`src/rtl/db15_joy_reader.sv`:
```
// DB15 two-player joystick reader for a 74HC165-style shift chain.
// Ports: clk_sys/RESET; joy_data in; joy_clk/joy_load out;
//   joystick1/joystick2 debounced buttons; upd, frame_tick pulses.
module db15_joy_reader #(
  parameter int CLK_DIV         = 8,
  parameter int BITS_PER_PLAYER = 12,
  parameter int FRAME_GAP       = 1024
) (
  input  logic        clk_sys,
  input  logic        RESET,
  input  logic        joy_data,
  output logic        joy_clk,
  output logic        joy_load,
  output logic [15:0] joystick1,
  output logic [15:0] joystick2,
  output logic        upd,
  output logic        frame_tick
);

  localparam int         FW     = 2 * BITS_PER_PLAYER;
  localparam int         B      = BITS_PER_PLAYER;
  localparam logic [4:0] K_LAST = 5'(FW - 1);

  typedef enum logic [2:0] {
    S_GAP, S_LOAD, S_LOW, S_HIGH, S_DONE
  } state_t;

  state_t          state;
  state_t          state_nxt;
  logic [8:0]      div_cnt;
  logic [15:0]     gap_cnt;
  logic [4:0]      k;
  logic [FW-1:0]   sh;
  logic [FW-1:0]   prev_frame;
  logic [15:0]     j1_new;
  logic [15:0]     j2_new;
  logic            ph_end;
  logic            load_end;
  logic            gap_end;

  assign ph_end   = (div_cnt == 9'(CLK_DIV - 1));
  assign load_end = (div_cnt == 9'(2 * CLK_DIV - 1));
  assign gap_end  = (gap_cnt == 16'(FRAME_GAP - 1));

  always_ff @(posedge clk_sys) begin
    if (RESET) state <= S_GAP;
    else       state <= state_nxt;
  end

  always_comb begin
    state_nxt = state;
    unique case (state)
      S_GAP:  if (gap_end) state_nxt = S_LOAD;
      S_LOAD: if (load_end) state_nxt = S_LOW;
      S_LOW:
        if (ph_end)
          state_nxt = (k == K_LAST) ? S_DONE : S_HIGH;
      S_HIGH: if (ph_end) state_nxt = S_LOW;
      S_DONE: state_nxt = S_GAP;
      default: state_nxt = S_GAP;
    endcase
  end

  always_comb begin
    joy_clk  = (state == S_HIGH);
    joy_load = (state != S_LOAD);
  end

  // Raw samples are active-low; outputs are active-high.
  always_comb begin
    j1_new = '0;
    j2_new = '0;
    j1_new[B-1:0] = ~sh[B-1:0];
    j2_new[B-1:0] = ~sh[FW-1:B];
  end

  always_ff @(posedge clk_sys) begin
    if (RESET) begin
      div_cnt    <= '0;
      gap_cnt    <= '0;
      k          <= '0;
      sh         <= '0;
      prev_frame <= '1;
      joystick1  <= '0;
      joystick2  <= '0;
      upd        <= 1'b0;
      frame_tick <= 1'b0;
    end else begin
      upd        <= 1'b0;
      frame_tick <= 1'b0;
      // Divider restarts on every state entry.
      if (state_nxt != state || state == S_GAP) div_cnt <= '0;
      else                                      div_cnt <= div_cnt + 9'd1;
      if (state == S_GAP && state_nxt == S_GAP) gap_cnt <= gap_cnt + 16'd1;
      else                                      gap_cnt <= '0;
      if (state == S_LOAD)                k <= '0;
      else if (state == S_HIGH && ph_end) k <= k + 5'd1;
      if (state == S_LOW && ph_end) begin
        for (int i = 0; i < FW; i++)
          if (k == 5'(i)) sh[i] <= joy_data;
      end
      // Commit only when two consecutive frames agree.
      if (state == S_DONE) begin
        frame_tick <= 1'b1;
        prev_frame <= sh;
        if (sh == prev_frame) begin
          joystick1 <= j1_new;
          joystick2 <= j2_new;
          upd <= (j1_new != joystick1) || (j2_new != joystick2);
        end
      end
    end
  end

endmodule

```
`config.mk`:
```
export PLATFORM = sky130hd
export DESIGN_NAME = db15_joy_reader
export DESIGN_NICKNAME = d
export VERILOG_FILES = /design/src/rtl/db15_joy_reader.sv
export SDC_FILE = /design/constraint.sdc
export NUM_CORES = 1
export LEC_CHECK = 0
export BUFFER_PORTS_ARGS = -buffer_cell sky130_fd_sc_hd__buf_2
export CORE_MARGIN = 4
export CORE_UTILIZATION = 38
export CTS_CLUSTER_SIZE = 28
export DETAILED_ROUTE_END_ITERATION = 8
export GPL_ROUTABILITY_DRIVEN = 0
export HOLD_SLACK_MARGIN = 0.08
export MAX_ROUTING_LAYER = met4
export PLACE_DENSITY_LB_ADDON = 0.15
export RECOVER_POWER = 25
export SLEW_MARGIN = 10
export SYNTH_ARGS = -nofsm -noshare
export SYNTH_HDL_FRONTEND = slang
export SYNTH_SLANG_ARGS = --single-unit
```
`constraint.sdc`:
```
create_clock -name clk_sys -period 3.56 [get_ports clk_sys]
set_input_delay 0.534 -clock clk_sys [delete_from_list [all_inputs] [get_ports clk_sys]]
set_output_delay 0.534 -clock clk_sys [all_outputs]
set_load 0.01 [all_outputs]
```
; ---- Word level (Yosys, flattened, before mapping)
; Cells that the tools add are included.
; W data, S select, Z words.
[classes]
n_eq_ne = 35
n_addsub = 3
bitwise_logic = 5
muxes = 7
n_reduce_logical = 37
[ops]
columns = cell, n
row1 = $reduce_and A2 Y1, 25
row2 = $eq A5 B4 Y1 const B, 8
row3 = $eq A5 B5 Y1 const B, 8
row4 = $eq A24 B24 Y1, 1
row5 = $ne A12 B12 Y1, 2
row6 = $not A12 Y12, 2
row7 = $eq A5 B3 Y1 const B, 4
row8 = $add A16 B1 Y16 const B, 1
row9 = $eq A16 B10 Y1 const B, 1
row10 = $mux W3, 5
row11 = $pmux W3 S4, 1
row12 = $eq A5 B2 Y1 const B, 2
row13 = $add A9 B1 Y9 const B, 1
row14 = $eq A9 B3 Y1 const B, 1
row15 = $eq A9 B4 Y1 const B, 1
row16 = $eq A3 B2 Y1 const B, 2
row17 = $logic_not A3 Y1, 2
row18 = $reduce_or A2 Y1, 3
row19 = $add A5 B1 Y5 const B, 1
row20 = $eq A5 B1 Y1 const B, 1
row21 = $logic_not A5 Y1, 1
row22 = $eq A3 B1 Y1 const B, 1
row23 = $eq A3 B3 Y1 const B, 1
row24 = $logic_and A1 B1 Y1, 3
row25 = other kinds (6), 9
[word_totals]
out_inout_bits = 36
reg_bits = 107

; ---- Longest topological paths before layout
[logic_depth]
depth_word = 8
mapped_depth = 8

; ---- Worst setup path before layout
; Ideal clock, no wire load.
[synth_path]
path_type = register to register
start = register state[2]
end = register div_cnt[1]
path_buffers = 1
t_arrival_ns = 2.009
path_stages_with_launch = 7
t_required_ns = 3.494
setup_ns = 0.066
path_slack_ns = 1.485
path_cell_list = dfxtp_1 > or4_1 > or4_1 > or3_4 > a21o_1 > buf_6 > a21boi_2
[synth_between]
elab_chain_cells = 5
word_cells_on_any_way = 12
[synth_lines]
columns = item, line
row1 = from (decl), 28  ; state_t state;
row2 = from (signal assigned), 47  ; else state <= state_nxt;
row3 = $eq A3 B2 Y1 (tied with other cells), 52  ; unique case (state)
row4 = $pmux W3 S4, 52
row5 = $ne A3 B3 Y1, 92  ; if (state_nxt != state || state == S_GAP) div_cnt <= '0;
row6 = $logic_or A1 B1 Y1 (*), 92
row7 = $reduce_or A2 Y1 (no line) (*), n/a
row8 = to (signal assigned), 93  ; else div_cnt <= div_cnt + 9'd1;
row9 = to (decl), 30  ; logic [8:0] div_cnt;
; Every way passes the cells marked *; elsewhere a longest branch is shown, timed or not.
; A chain may end at the register's enable or synchronous reset.

; ---- Worst setup path after layout
[layout_path]
start = register state[2]
end = register upd
[layout_between]
elab_chain_cells = 3
[layout_lines]
columns = item, line
row1 = $eq A3 B3 Y1, 103  ; if (state == S_DONE) begin
row2 = $not A1 Y1 (no line), n/a
row3 = $reduce_or A3 Y1 (no line), n/a
row4 = to (signal assigned), 109  ; upd <= (j1_new != joystick1) || (j2_new != joystick2);
row5 = to (decl), 16  ; output logic upd,
; No other way between the ends.

==> results by group <==
Status
  • Status: completed

Route
  • DRT antenna net count: 0
  • Final WL: 11.6 mm
  • DR pass1 iterations: 4
  • Routed WL per cell: 15.5 um
  • DR vias/cell: 5.14
  • DR DRC count: 0
  • Starting DRT DRC Count: 264
  • DR vias: 3847

Timing
  • Worst Tran Pin Value: 1040 ps
  • Max Freq: 0.380 GHz
  • Setup TNS: 0 ps
  • Hold Slack: 441 ps
  • Fin worst setup slack: 927 ps
  • Fin. Hold Viols: 0
  • Slew margin rel.: 30.3%
  • Setup-failing EPs final: 0
  • Slew Limit Fails: 0
  • Tmin final: 2630 ps
  • RSZ-0062 raised after global routing: no
  • Layout Skew: 12.4 ps
  • Final period utilization: 74.0%

Setup path
  • Crit path launch type: flip-flop
  • R2R cell count: 6
  • Worst Setup End Kind: flip-flop
  • CP Class: reg2reg
  • CP arrival: 2900 ps
  • Critical Path RT: 3830 ps
  • CP max FO: 50

Yosys
  • Adder-cell share of the synthesized area: 1.71%
  • Synthesized instance count: 558
  • Post-Synth Simple-Gate Area: 21.7%
  • Netlist cell types: 53
  • Compound-Gate Fraction of Synth Area: 13.6%
  • Top_reg_cell synth: dfxtp_1
  • Area share of the leading cell type in the synthesized netlist: 41.9%
  • Synth area leader: dfxtp_1
  • Ys async rst share: 0%
  • Number of enable flip-flop cells after synthesis: 0
  • Xor and xnor area share after synthesis: 12.5%
  • Post-synthesis register bit count: 107
  • Syn avg cell area: 9.17 sq um
  • Synth Cell Area: 5110 sq um
  • Mux cell area share after synthesis: 3.91%
  • Sequential share of the synthesized area: 41.9%
  • Synth warn: 0
  • Area contributors post-synth: dfxtp_1 (42%), xor2_1 (6.8%), xnor2_1 (5.7%)
  • Largest family of logic cells by synthesized area: simple AND/OR/NAND/NOR gates

Pwr
  • Pwr/cell area: 406 nW/um^2
  • IR drop worst, VDD: 0.230 mV
  • Design Power: 2.27 mW
  • P_leak: 1.92 nW

Placement
  • Quantity of I/O buffers inserted on ports: 30
  • Dpl cells: 733
  • Post-placement cell area: 5340 sq um
  • DP HPWL: 8.03 mm
  • Post-Place Setup Slack: 1090 ps

Floorplanning
  • Die height: 124 um
  • Ports: 39
  • Die area: 15400 sq um
  • Die width: 124 um
  • Initial Util: 38.8%
  • Core area: 13200 sq um
  • Cell Rows: 42

Clock tree
  • CTS H-Tree Depth: 3
  • Sinks on the clock net: 107
  • Clk slew on worst S/H paths: 80 ps
  • CTS tree: done
  • Root Driver: clkbuf_16
  • CTS buffer count: 9
  • Worst-Skew Late Latency: 360 ps
  • Cts hold-fix bufs: 0
  • CTS Buffer Depth: 2
  • Post-CTS Setup Inserts: 0
  • Post-CTS sizing: 0

Layout
  • Share of post-route cells with drive strength above 1: 7.33%
  • Fill count: 1311
  • Antenna diode count: 0
  • Finished Cell Area: 5590 sq um
  • Core Util, Final: 42.4%
  • Non-filler cells in the finished layout: 749
  • Area growth syn-to-layout: 9.32%
  • Layout net count: 578

Run
  • MaxCap Viol Count: 0

Global routing
  • Largest net degree at the start of global routing: 51
  • Vias in the first global route: 3634
  • Gr ovfl total: 0
  • Total GRT Usage: 16.4%
  • Initial antenna violation count: 0
  • First-pass GRT wire length: 19.1 mm

Hold path
  • Min-Delay Path Depth: 1
  • Hold Crit Class: reg2reg
sequential cells by signal, summed over array words and instances, names as in the netlist:
signal / count
upd: 1
frame_tick: 1
k: 5
div_cnt: 9
gap_cnt: 16
joystick1: 12
prev_frame: 24
sh: 24
joystick2: 12
state: 3
cell usage after synthesis (all sizes together) (2+ instances only):
| master | count |
|---|---|
| nand3 | 25 |
| or4 | 5 |
| nor2b | 29 |
| nand2 | 17 |
| xor2 | 40 |
| nor3 | 7 |
| mux2i | 20 |
| inv | 6 |
| or3 | 15 |
| o21ai | 15 |
| nor3b | 3 |
| and4 | 4 |
| dfxtp | 107 |
| buf | 14 |
| nor2 | 62 |
| nand2b | 2 |
| a211o | 24 |
| a21oi | 38 |
| ha | 7 |
| and3 | 7 |
| a311oi | 15 |
| nor4 | 9 |
| nand4 | 9 |
| clkbuf | 28 |
| xnor2 | 33 |
path summary, 6_finish.rpt:
path                         start                     to  slack [ps]
min reg2reg  div_cnt[0]$_SDFF_PP0_  div_cnt[0]$_SDFF_PP0_         440
max reg2reg    state[2]$_SDFF_PP0_         upd$_SDFF_PP0_         930
max            state[2]$_SDFF_PP0_         upd$_SDFF_PP0_         930
min          div_cnt[0]$_SDFF_PP0_  div_cnt[0]$_SDFF_PP0_         440
logic make-up (layout without fill, tap and decap cells):
group / after synthesis / after routing
compound gates: 99 / 99
xor+xnor: 73 / 73
fa+ha+maj: 7 / 7
buf+inv: 48 / 56
flops: 107 / 107
mux: 20 / 20
other cells: 1 / 8
simple gates: 203 / 203
layer usage:
layer  up-vias  share of wire [%]  track usage [%]
met5         -                  0                -
met4         0                1.1             5.75
met3        10                4.7             2.77
met2        70                 44             23.7
met1      1789                 50             23.1
li1       1978                  -                -
critical path, stage by stage, from the launching register on:
cell      delay, ps
dfxtp_1         490
nor3b_1         430
clkbuf_2        870
nand3_1         150
nor3_1          180
nand3_1         120
a311oi_1        310
cell usage in the layout, fill, tap and decap left out, types with 3 or more instances in the layout:
master	netlist	routed
dfxtp_1	107	107
nor2_1	62	62
xor2_1	40	40
xnor2_1	33	33
a21oi_1	30	30
nor2b_1	29	29
clkbuf_1	27	28
nand3_1	25	25
a211o_1	24	24
mux2i_1	20	20
nand2_1	16	16
o21ai_0	15	15
a311oi_1	15	15
or3_1	11	11
nand4_1	9	9
clkbuf_16	0	9
nor4_1	8	8
a21oi_2	8	8
conb_1	1	8
nor3_1	7	7
ha_1	7	7
inv_1	6	6
and3_1	6	6
or4_1	5	5
and4_1	4	4
buf_2	3	4
nor3b_1	2	3
or3_2	3	3
buf_4	9	3
cell type report:
cell class	count	area [sq um]	share of cell area, %
multi-input cells	410	2760	49.3
flip-flops and latches	107	2140	38.3
clock buffers	12	246	4.41
well taps	176	220	3.94
repair buffers	34	145	2.60
clock inverters	4	56.3	1.01
inverters	6	22.5	0.403
report_power, final:
group          switching (mW)  internal (mW)
combinational          0.0292        0.00662
clock                   0.460          0.572
sequential            0.00277           1.20
total                   0.492           1.78
Note: power is estimated with default switching activity, not from simulation.
